<file path="config.mk">
export PLATFORM = sky130hd
export DESIGN_NAME = fp16_accumulator_flat
export DESIGN_NICKNAME = d
export VERILOG_FILES = /design/src/rtl/fp16_accumulator_if.sv /design/src/rtl/fp16_accumulator.sv /design/src/flat_wrapper.sv
export SDC_FILE = /design/constraint.sdc
export NUM_CORES = 1
export LEC_CHECK = 0
export BUFFER_PORTS_ARGS = -buffer_cell sky130_fd_sc_hd__buf_2
export CELL_PAD_IN_SITES_DETAIL_PLACEMENT = 0
export CELL_PAD_IN_SITES_GLOBAL_PLACEMENT = 1
export CORE_MARGIN = 2
export CORE_UTILIZATION = 35
export CTS_CLUSTER_SIZE = 20
export DETAILED_ROUTE_END_ITERATION = 8
export PLACE_DENSITY_LB_ADDON = 0.1
export SKIP_LAST_GASP = 1
export SYNTH_ARGS = -nofsm -noshare
export SYNTH_HDL_FRONTEND = slang
export SYNTH_SLANG_ARGS = --single-unit
</file>
<file path="constraint.sdc">
create_clock -name clk -period 11.88 [get_ports clk]
set_input_delay 1.188 -clock clk [delete_from_list [all_inputs] [get_ports clk]]
set_output_delay 1.188 -clock clk [all_outputs]
set_load 0.005 [all_outputs]
</file>
<file path="src/rtl/fp16_accumulator_if.sv">
// Product-stream handshake and result bus between a multiplier/test driver and
// fp16_accumulator.
interface fp16_accumulator_if #(
  parameter int unsigned DATA_WIDTH = 16
);
  logic                  in_valid;
  logic                  in_ready;
  logic [DATA_WIDTH-1:0] in_data;
  logic                  in_first;
  logic                  in_last;
  logic                  out_valid;
  logic [DATA_WIDTH-1:0] out_data;
  logic [DATA_WIDTH-1:0] acc_value;

  modport master (
    output in_valid, in_data, in_first, in_last,
    input  in_ready, out_valid, out_data, acc_value
  );

  modport slave (
    input  in_valid, in_data, in_first, in_last,
    output in_ready, out_valid, out_data, acc_value
  );
endinterface

</file>
<file path="src/rtl/fp16_accumulator.sv">
// Multi-cycle FP16 running-sum accumulator (IDLE->ALIGN->ADD->NORM), one product
// per four clocks, with a one-cycle result pulse after the last product of a sum.
module fp16_accumulator #(
  parameter int unsigned DATA_WIDTH = 16,
  parameter int unsigned GUARD_BITS = 3
) (
  input  logic                   clk,
  input  logic                   reset,
  fp16_accumulator_if.slave      bus
);
  localparam int unsigned MW = 11 + GUARD_BITS;

  typedef enum logic [1:0] {IDLE, ALIGN, ADD, NORM} state_t;
  state_t state_q, state_d;

  logic [DATA_WIDTH-1:0] a_q, b_q, acc_q, out_q;
  logic                  last_q, out_valid_q;
  logic [MW-1:0]         big_man_q, small_man_q;
  logic [4:0]            exp_q;
  logic                  sign_q, sub_q;
  logic [MW:0]           sum_q;

  logic [4:0]            ea, eb, big_e, small_e, diff;
  logic [MW-1:0]         ma, mb, big_m, small_m, small_sh;
  logic                  a_big;
  logic [4:0]            lz;
  logic                  found;
  logic [MW-1:0]         norm_man;
  logic signed [6:0]     exp_n;
  logic [DATA_WIDTH-1:0] result;

  assign bus.in_ready  = (state_q == IDLE);
  assign bus.out_valid = out_valid_q;
  assign bus.out_data  = out_q;
  assign bus.acc_value = acc_q;

  always_comb begin
    state_d = state_q;
    case (state_q)
      IDLE:    if (bus.in_valid) state_d = ALIGN;
      ALIGN:   state_d = ADD;
      ADD:     state_d = NORM;
      default: state_d = IDLE;
    endcase
  end

  // Alignment: an exponent field of 0 means zero, so its mantissa has no hidden bit.
  always_comb begin
    ea       = a_q[14:10];
    eb       = b_q[14:10];
    ma       = (ea == '0) ? '0 : {1'b1, a_q[9:0], {GUARD_BITS{1'b0}}};
    mb       = (eb == '0) ? '0 : {1'b1, b_q[9:0], {GUARD_BITS{1'b0}}};
    a_big    = (ea > eb) || ((ea == eb) && (ma >= mb));
    big_e    = a_big ? ea : eb;
    small_e  = a_big ? eb : ea;
    big_m    = a_big ? ma : mb;
    small_m  = a_big ? mb : ma;
    diff     = big_e - small_e;
    small_sh = (diff >= 5'(MW)) ? '0 : (small_m >> diff);
  end

  always_comb begin
    lz    = '0;
    found = 1'b0;
    for (int unsigned i = 0; i < MW; i++) begin
      if (!found && sum_q[MW-1-i]) begin
        lz    = 5'(i);
        found = 1'b1;
      end
    end
    if (sum_q[MW]) begin
      norm_man = sum_q[MW:1];
      exp_n    = $signed({2'b00, exp_q}) + 7'sd1;
    end else begin
      norm_man = sum_q[MW-1:0] << lz;
      exp_n    = $signed({2'b00, exp_q}) - $signed({2'b00, lz});
    end
    if ((sum_q == '0) || (exp_n <= 7'sd0))
      result = '0;
    else if (exp_n >= 7'sd31)
      result = {sign_q, 5'h1E, 10'h3FF};
    else
      result = {sign_q, exp_n[4:0], norm_man[MW-2 -: 10]};
  end

  always_ff @(posedge clk) begin
    if (reset) begin
      state_q     <= IDLE;
      a_q         <= '0;
      b_q         <= '0;
      acc_q       <= '0;
      out_q       <= '0;
      last_q      <= 1'b0;
      out_valid_q <= 1'b0;
      big_man_q   <= '0;
      small_man_q <= '0;
      exp_q       <= '0;
      sign_q      <= 1'b0;
      sub_q       <= 1'b0;
      sum_q       <= '0;
    end else begin
      state_q     <= state_d;
      out_valid_q <= 1'b0;
      case (state_q)
        IDLE: if (bus.in_valid) begin
          a_q    <= bus.in_first ? '0 : acc_q;
          b_q    <= bus.in_data;
          last_q <= bus.in_last;
        end
        ALIGN: begin
          big_man_q   <= big_m;
          small_man_q <= small_sh;
          exp_q       <= big_e;
          sign_q      <= a_big ? a_q[15] : b_q[15];
          sub_q       <= a_q[15] ^ b_q[15];
        end
        ADD: sum_q <= sub_q ? {1'b0, big_man_q - small_man_q}
                            : {1'b0, big_man_q} + {1'b0, small_man_q};
        default: begin
          acc_q <= result;
          if (last_q) begin
            out_q       <= result;
            out_valid_q <= 1'b1;
          end
        end
      endcase
    end
  end
endmodule

</file>
<file path="src/flat_wrapper.sv">
// flat-port wrapper written by rule: the top's interface ports become plain ports
module fp16_accumulator_flat 
#(
  parameter int unsigned DATA_WIDTH = 16,
  parameter int unsigned GUARD_BITS = 3
)
  (clk, reset, bus_in_valid, bus_in_data, bus_in_first, bus_in_last, bus_in_ready, bus_out_valid, bus_out_data, bus_acc_value);
  fp16_accumulator_if #(.DATA_WIDTH(DATA_WIDTH)) bus_i ();
  input  logic clk;
  input  logic reset;
  input wire logic [$bits(bus_i.in_valid)-1:0] bus_in_valid;
  input wire logic [$bits(bus_i.in_data)-1:0] bus_in_data;
  input wire logic [$bits(bus_i.in_first)-1:0] bus_in_first;
  input wire logic [$bits(bus_i.in_last)-1:0] bus_in_last;
  output wire logic [$bits(bus_i.in_ready)-1:0] bus_in_ready;
  output wire logic [$bits(bus_i.out_valid)-1:0] bus_out_valid;
  output wire logic [$bits(bus_i.out_data)-1:0] bus_out_data;
  output wire logic [$bits(bus_i.acc_value)-1:0] bus_acc_value;
  assign bus_i.in_valid = bus_in_valid;
  assign bus_i.in_data = bus_in_data;
  assign bus_i.in_first = bus_in_first;
  assign bus_i.in_last = bus_in_last;
  assign bus_in_ready = bus_i.in_ready;
  assign bus_out_valid = bus_i.out_valid;
  assign bus_out_data = bus_i.out_data;
  assign bus_acc_value = bus_i.acc_value;
  fp16_accumulator #(.DATA_WIDTH(DATA_WIDTH), .GUARD_BITS(GUARD_BITS)) u_core (.clk(clk), .reset(reset), .bus(bus_i));
endmodule
</file>
# Word-level counts from Yosys, hierarchy flattened
# Cells that the tools add are included.
# op_classes
n_reduce_logical,37
mux,43
multipliers,0
div_mod_pow,0
n_eq_ne,4
order_cmp,5
shift,2
bitwise,2
addsub,5
# ops
cell,n
two-way mux 14 bit,5
two-way mux 16 bit,2
two-way mux 15 bit,2
two-way mux 4 bit,6
two-way mux 1 bit,16
adder 14 x 14 -> 15 bit,1
zero test 15 bit,1
>= comparator 14 bit,1
logical AND 1 bit,14
<< shifter 14 x 4 -> 13 bit,1
right shift 14 x 5 -> 14 bit,1
subtractor 14 bit,1
zero test 1 bit,13
two-way mux 13 bit,1
two-way mux 3 bit,4
zero test 5 bit,2
two-way mux 5 bit,2
">= comparator 7 x 6 -> 1 bit, second input constant",1
"less-or-equal comparator 7 x 1 -> 1 bit, second input constant",1
two-way mux 7 bit,1
"adder 5 x 1 -> 6 bit, second input constant",1
two-way mux 2 bit,3
case mux 2 bit (3 select lines),1
subtractor 5 x 4 -> 6 bit,1
14 further kinds,16
# word_totals
memories,0
rom_bits,0
latchBits,0
register_bits,118
in_bits,21
out_inout_bits,34
mem_bits_rw,0

# Logic depth before layout (Yosys ltp)
# logic_depth
word_depth,45
mapped_depth,23
mapped_depth_nobuf,19

# Worst setup path after synthesis
# No wires, ideal clock.
# synth_timing
kind,register to register
start,register u_core.a_q[12]
end,register u_core.small_man_q[3]
setup_ns,0.074
path_buffers,5
t_arrival_ns,4.889
stages_incl_launch_ff,24
slack_ns,6.917
path_cell_list,dfxtp_1 > nor4_1 > nand2_1 > clkbuf_1 > nand2_1 > inv_1 > ha_1 > nand4_1 > nor3_1 > nor4_4 > a21oi_2 > clkbuf_1 > clkbuf_1 > nand2_1 > o21a_1 > ha_1 > clkbuf_1 > inv_1 > clkbuf_1 > mux4_1 > mux2i_1 > mux2i_1 > or3_1 > a31oi_1
# synth_between
elab_chain_len,9
word_cells_on_any_way,14
# synth_lines
item,line,text
start: declaration,fp16_accumulator.sv:16,"logic [DATA_WIDTH-1:0] a_q, b_q, acc_q, out_q;"
start signal: assignment,fp16_accumulator.sv:106,a_q <= bus.in_first ? '0 : acc_q;
zero test 5 bit,fp16_accumulator.sv:51,"ma = (ea == '0) ? '0 : {1'b1, a_q[9:0], {GUARD_BITS{1'b0}}};"
two-way mux 14 bit,fp16_accumulator.sv:51,
>= comparator 14 bit,fp16_accumulator.sv:53,a_big = (ea > eb) || ((ea == eb) && (ma >= mb));
logical AND 1 bit,fp16_accumulator.sv:53,
logical OR 1 bit,fp16_accumulator.sv:53,
two-way mux 5 bit (on tied branches),"fp16_accumulator.sv:54, fp16_accumulator.sv:55",
subtractor 5 bit,fp16_accumulator.sv:58,diff = big_e - small_e;
right shift 14 x 5 -> 14 bit or >= comparator 5 x 4 -> 1 bit (tied branches),fp16_accumulator.sv:59,small_sh = (diff >= 5'(MW)) ? '0 : (small_m >> diff);
two-way mux 14 bit (*),fp16_accumulator.sv:59,
end signal: assignment,fp16_accumulator.sv:112,small_man_q <= small_sh;
end: declaration,fp16_accumulator.sv:18,"logic [MW-1:0] big_man_q, small_man_q;"
# Mark *: on every way between the ends. The rest lies on a longest branch, timed or not.
# A chain may end at the register's enable or synchronous reset.

# Worst setup path after layout
# layout_timing
start,register u_core.sum_q[6]
end,"register u_core.out_q[8], in the netlist u_core.bus.out_data[8]"
# layout_between
elab_chain_len,25
word_cells_on_any_way,36
# layout_lines
item,line,text
start: declaration,fp16_accumulator.sv:21,logic [MW:0] sum_q;
start signal: assignment,fp16_accumulator.sv:117,"ADD: sum_q <= sub_q ? {1'b0, big_man_q - small_man_q}"
logical AND 1 bit,fp16_accumulator.sv:66,if (!found && sum_q[MW-1-i]) begin
two-way mux 1 bit,fp16_accumulator.sv:66,
zero test 1 bit,fp16_accumulator.sv:66,
logical AND 1 bit,fp16_accumulator.sv:66,
two-way mux 1 bit,fp16_accumulator.sv:66,
zero test 1 bit,fp16_accumulator.sv:66,
logical AND 1 bit,fp16_accumulator.sv:66,
two-way mux 1 bit,fp16_accumulator.sv:66,
[9 not listed],-,
zero test 1 bit,fp16_accumulator.sv:66,
logical AND 1 bit,fp16_accumulator.sv:66,
two-way mux 4 bit,fp16_accumulator.sv:66,
subtractor 5 x 4 -> 6 bit,fp16_accumulator.sv:76,"exp_n = $signed({2'b00, exp_q}) - $signed({2'b00, lz});"
two-way mux 7 bit,fp16_accumulator.sv:71,if (sum_q[MW]) begin
>= comparator 7 x 6 -> 1 bit or less-or-equal comparator 7 x 1 -> 1 bit (tied branches),"fp16_accumulator.sv:80, fp16_accumulator.sv:78",
two-way mux 15 bit or logical OR 1 bit (tied branches),"fp16_accumulator.sv:80, fp16_accumulator.sv:78",
two-way mux 16 bit (*),fp16_accumulator.sv:78,if ((sum_q == '0) || (exp_n <= 7'sd0))
end signal: assignment,fp16_accumulator.sv:122,out_q <= result;
end: declaration,fp16_accumulator.sv:16,
# Marks and branches as above.

==> results_dict.tcl <==
set metrics [dict create \
    status "complete, no violations" \
    timing.reg2reg.worst_path_depth 19 \
    cp.required_ns 12.23 \
    synth.most_common_cell "sky130_fd_sc_hd__nand2_1" \
    synth.net_count 1060 \
    fin_crit_sh 0.4776 \
    grt.total_usage 0.2014 \
    max_cap_viol_count 0 \
    r2r-end "u_core.bus.out_data[8]" \
    antenna_violations_before_repair 1 \
    synth_top_area_frac 0.2939 \
    post_synth_most_frequent_cells "137 x sky130_fd_sc_hd__nand2_1, 115 x sky130_fd_sc_hd__dfxtp_1, 98 x sky130_fd_sc_hd__a21oi_1" \
    final-hold-violation-count 0 \
    postSynthCellCount 989 \
    timing.hold.worst.start "u_core.bus.out_data[14]" \
    busiest_layer "met2" \
    cts_root_buf "sky130_fd_sc_hd__clkbuf_16" \
    total_power_mw 2.710 \
    min_path_type "flop to flop" \
    detail_route.drc_violations 0 \
    synth-warning-count 0 \
    final_util 0.4062 \
    synth.avg_cell_area_um2 7.921 \
    area_growth_syn_to_layout_pct 13.50 \
    slew-limit-headroom 0.2015 \
    yosys.area_share.xor_xnor 0.02124 \
    postRouteAntennaNets 0 \
    clk_latency_ns 0.43 \
    post_cts_resized 0 \
    min_period_ns 5.674 \
    routabilityCongestion 0.8496 \
    die_ar_um2 23590 \
    firstDrtPassIters 5 \
    synth-edff-count 0 \
    initial_standard_cell_utilization_of_the_core 0.3579 \
    routed_via_density 5.454 \
    cts.sink_count 115 \
    buffer_ports.inserted 54 \
    rsz_0062_raised_after_global_routing "false" \
    yosys_register_bits 115 \
    power-per-cell-area_nw_per_um2 304.8 \
    top_level_ports 55 \
    finalSetupTns_ns 0 \
    placementRows 54 \
    design.final.nets 1083 \
    hold_buffers 0 \
    max_slew.worst_pin.slew_ns 1.195 \
    share_of_cells_above_drive_strength_1 0.1307 \
    h-tree-depth 4 \
    rrSetupSlack_ns 6.21 \
    postLayoutSetupSlackWorst_ns 6.206 \
    n_antenna_cell 0 \
    routed_wire_length_per_instance_um 18.05 \
    finalClockSkew_ns 0.01744 \
    chipWidth_um 153.6 \
    synth-compound-area-share 0.2402 \
    detailed_place_hpwl_um 17500 \
    irDropWorstVdd_mv 0.1151 \
    layout.cells.non_filler 1305 \
    hold_path_depth 2 \
    post_cts.repair.setup_buffers 0 \
    routed-via-count 7117 \
    mappedNetlistArea_um2 7834 \
    dp.cells 1273 \
    critPathCaptureType "flop" \
    startpoint_type "flop" \
    grt_pass1_wl_um 38180 \
    ctsLongestPathBuffers 2 \
    numCtsBuffers 17 \
    grt_pass1_vias 6819 \
    fp.dieH_um 153.6 \
    synth_top_family_by_area "compound AO/OA/AOI/OAI gates" \
    ys_types 76 \
    criticalPathCategory "flop to flop" \
    synth_top_flop_cell "sky130_fd_sc_hd__dfxtp_1" \
    wirelength_um 23550 \
    final_area_um2 8891 \
    synth_async_sr_flop_share 0 \
    leakage_nw 3.546 \
    r2r_start "u_core.sum_q[6]" \
    dp_worst_setup_slack_ns 6.339 \
    synthSimpleGateAreaFrac 0.2086 \
    initialDrtViolationCount 428 \
    finalHoldWorstSlack_ns 0.4545 \
    fp.coreArea_um2 21890 \
    yosys.area_share.adder 0.08178 \
    synthDominantAreaCellType "sky130_fd_sc_hd__dfxtp_1" \
    worst_path_arrival_time_ns 6.02 \
    global_route.usage.met2 0.3164 \
    maximum_number_of_pins_on_one_net_before_global_route_repair 51 \
    grt.met1_usage 0.2897 \
    tritoncts "yes" \
    min_delay_worst_endpoint "u_core.bus.out_data[14]" \
    pins_over_their_slew_limit 0 \
    critical_path_peak_fanout 11 \
    gr_ovfl_total 0 \
    fillerInstances 2310 \
    setup_violations 0 \
    synth.mux.area_fraction 0.09264 \
    gr-usage-met3 0.02621 \
    fmaxAchievable_mhz 176.2 \
    placed_cell_area_um2 8297 \
    reg_clk_slew_reported_paths_ns 0.07 \
    synth_sequential_area_ratio 0.2939 \
    most_area_consuming_cells_after_synthesis "sky130_fd_sc_hd__dfxtp_1 29%, sky130_fd_sc_hd__ha_1 7.7%, sky130_fd_sc_hd__nand2_1 6.6%" \
]
metal layers:
layer / vias up / wire [µm]
met4: 0 / 290
met2: 132 / 10600
li1: 3605 / -
met3: 19 / 719
met5: - / 0
met1: 3361 / 11940
worst max-delay path by stage:
stage	slack [ns]	cells after the start	to	start
CTS	6.29	19	u_core.bus.out_data[8]	u_core.sum_q[6]
floorplan	6.92	23	u_core.small_man_q[3]	u_core.a_q[12]
global placement	6.31	19	u_core.bus.out_data[8]	u_core.sum_q[6]
global route	5.75	19	u_core.bus.out_data[8]	u_core.sum_q[6]
finish	6.21	19	u_core.bus.out_data[8]	u_core.sum_q[6]
detailed placement	6.34	19	u_core.bus.out_data[8]	u_core.sum_q[6]
cell usage in the layout (no fill, tap or decap), types with 5 or more instances in the layout:
master	netlist	final
sky130_fd_sc_hd__xnor2_1	13	13
sky130_fd_sc_hd__or3_1	6	6
sky130_fd_sc_hd__o21ai_0	27	27
sky130_fd_sc_hd__buf_2	6	54
sky130_fd_sc_hd__nand4_1	8	8
sky130_fd_sc_hd__o21a_1	7	7
sky130_fd_sc_hd__o31ai_1	5	5
sky130_fd_sc_hd__o211ai_1	8	8
sky130_fd_sc_hd__xor2_1	6	6
sky130_fd_sc_hd__a21o_1	8	8
sky130_fd_sc_hd__o21bai_1	6	6
sky130_fd_sc_hd__mux4_2	6	6
sky130_fd_sc_hd__buf_4	0	14
sky130_fd_sc_hd__o21ai_2	7	7
sky130_fd_sc_hd__and2_1	5	5
sky130_fd_sc_hd__a31oi_1	7	7
sky130_fd_sc_hd__clkbuf_16	0	17
sky130_fd_sc_hd__a211oi_1	41	41
sky130_fd_sc_hd__dfxtp_1	115	115
sky130_fd_sc_hd__nor3b_1	6	6
sky130_fd_sc_hd__nand2_1	137	137
sky130_fd_sc_hd__mux2i_1	44	44
sky130_fd_sc_hd__inv_1	56	56
sky130_fd_sc_hd__inv_6	0	6
sky130_fd_sc_hd__nand3b_1	17	17
sky130_fd_sc_hd__nand3_1	22	22
sky130_fd_sc_hd__nor2b_1	5	5
sky130_fd_sc_hd__a21oi_1	98	98
sky130_fd_sc_hd__a22o_1	15	15
sky130_fd_sc_hd__ha_1	48	48
sky130_fd_sc_hd__a21boi_0	5	5
sky130_fd_sc_hd__nor3_1	17	17
sky130_fd_sc_hd__nor2_1	90	90
sky130_fd_sc_hd__nand2b_1	12	12
area by class of cell:
class / count / area (µm²) / area share
repair buffers: 68 / 375.4 / 0.04222
clock buffers: 18 / 429.2 / 0.04827
well taps: 280 / 350.3 / 0.03940
clock inverters: 14 / 165.2 / 0.01858
flip-flops and latches: 115 / 2302 / 0.2589
inverters: 58 / 220.2 / 0.02477
multi-input cells: 752 / 5049 / 0.5678
logic make-up after synthesis:
kind of cell,after synthesis
AOI/OAI and AO/OA,278
xor gates and xnor gates,19
adders and majority gates,50
buffers and inverters,122
DFF,115
muxes,58
and+or+nand+nor,347
critical path, cell delays in order, from the launching register on:
cell                       delay (ns)
sky130_fd_sc_hd__dfxtp_1         0.39
sky130_fd_sc_hd__nor4_1          0.48
sky130_fd_sc_hd__nand2_1         0.19
sky130_fd_sc_hd__or3_1           0.50
sky130_fd_sc_hd__o21ai_0         0.21
sky130_fd_sc_hd__buf_4           0.20
sky130_fd_sc_hd__nand2_1         0.15
sky130_fd_sc_hd__inv_1           0.17
sky130_fd_sc_hd__ha_1            0.19
sky130_fd_sc_hd__inv_1           0.05
sky130_fd_sc_hd__fa_1            0.40
sky130_fd_sc_hd__a21o_1          0.17
sky130_fd_sc_hd__a211oi_1        0.24
sky130_fd_sc_hd__a41oi_1         0.08
sky130_fd_sc_hd__xnor2_1         0.28
sky130_fd_sc_hd__o41a_1          0.42
sky130_fd_sc_hd__nor3b_1         1.00
sky130_fd_sc_hd__a21oi_1         0.07
sky130_fd_sc_hd__a31o_2          0.26
sky130_fd_sc_hd__a31oi_1         0.13
registers in the layout (all words and copies together) (netlist names), 2 cells and up:
name,flops
u_core.a_q,16
u_core.bus.out_data,16
u_core.state_q,2
u_core.sum_q,15
u_core.small_man_q,14
u_core.big_man_q,11
u_core.bus.acc_value,16
u_core.exp_q,5
u_core.b_q,16
report_power, final:
group | internal (mW) | leakage [nW] | switching [mW]
logic | 0.610 | 2.33 | 1.04
registers | 0.449 | 0.933 | 0.0860
clock network | 0.315 | 0.285 | 0.212
Note: power is estimated with default switching activity, not from simulation.
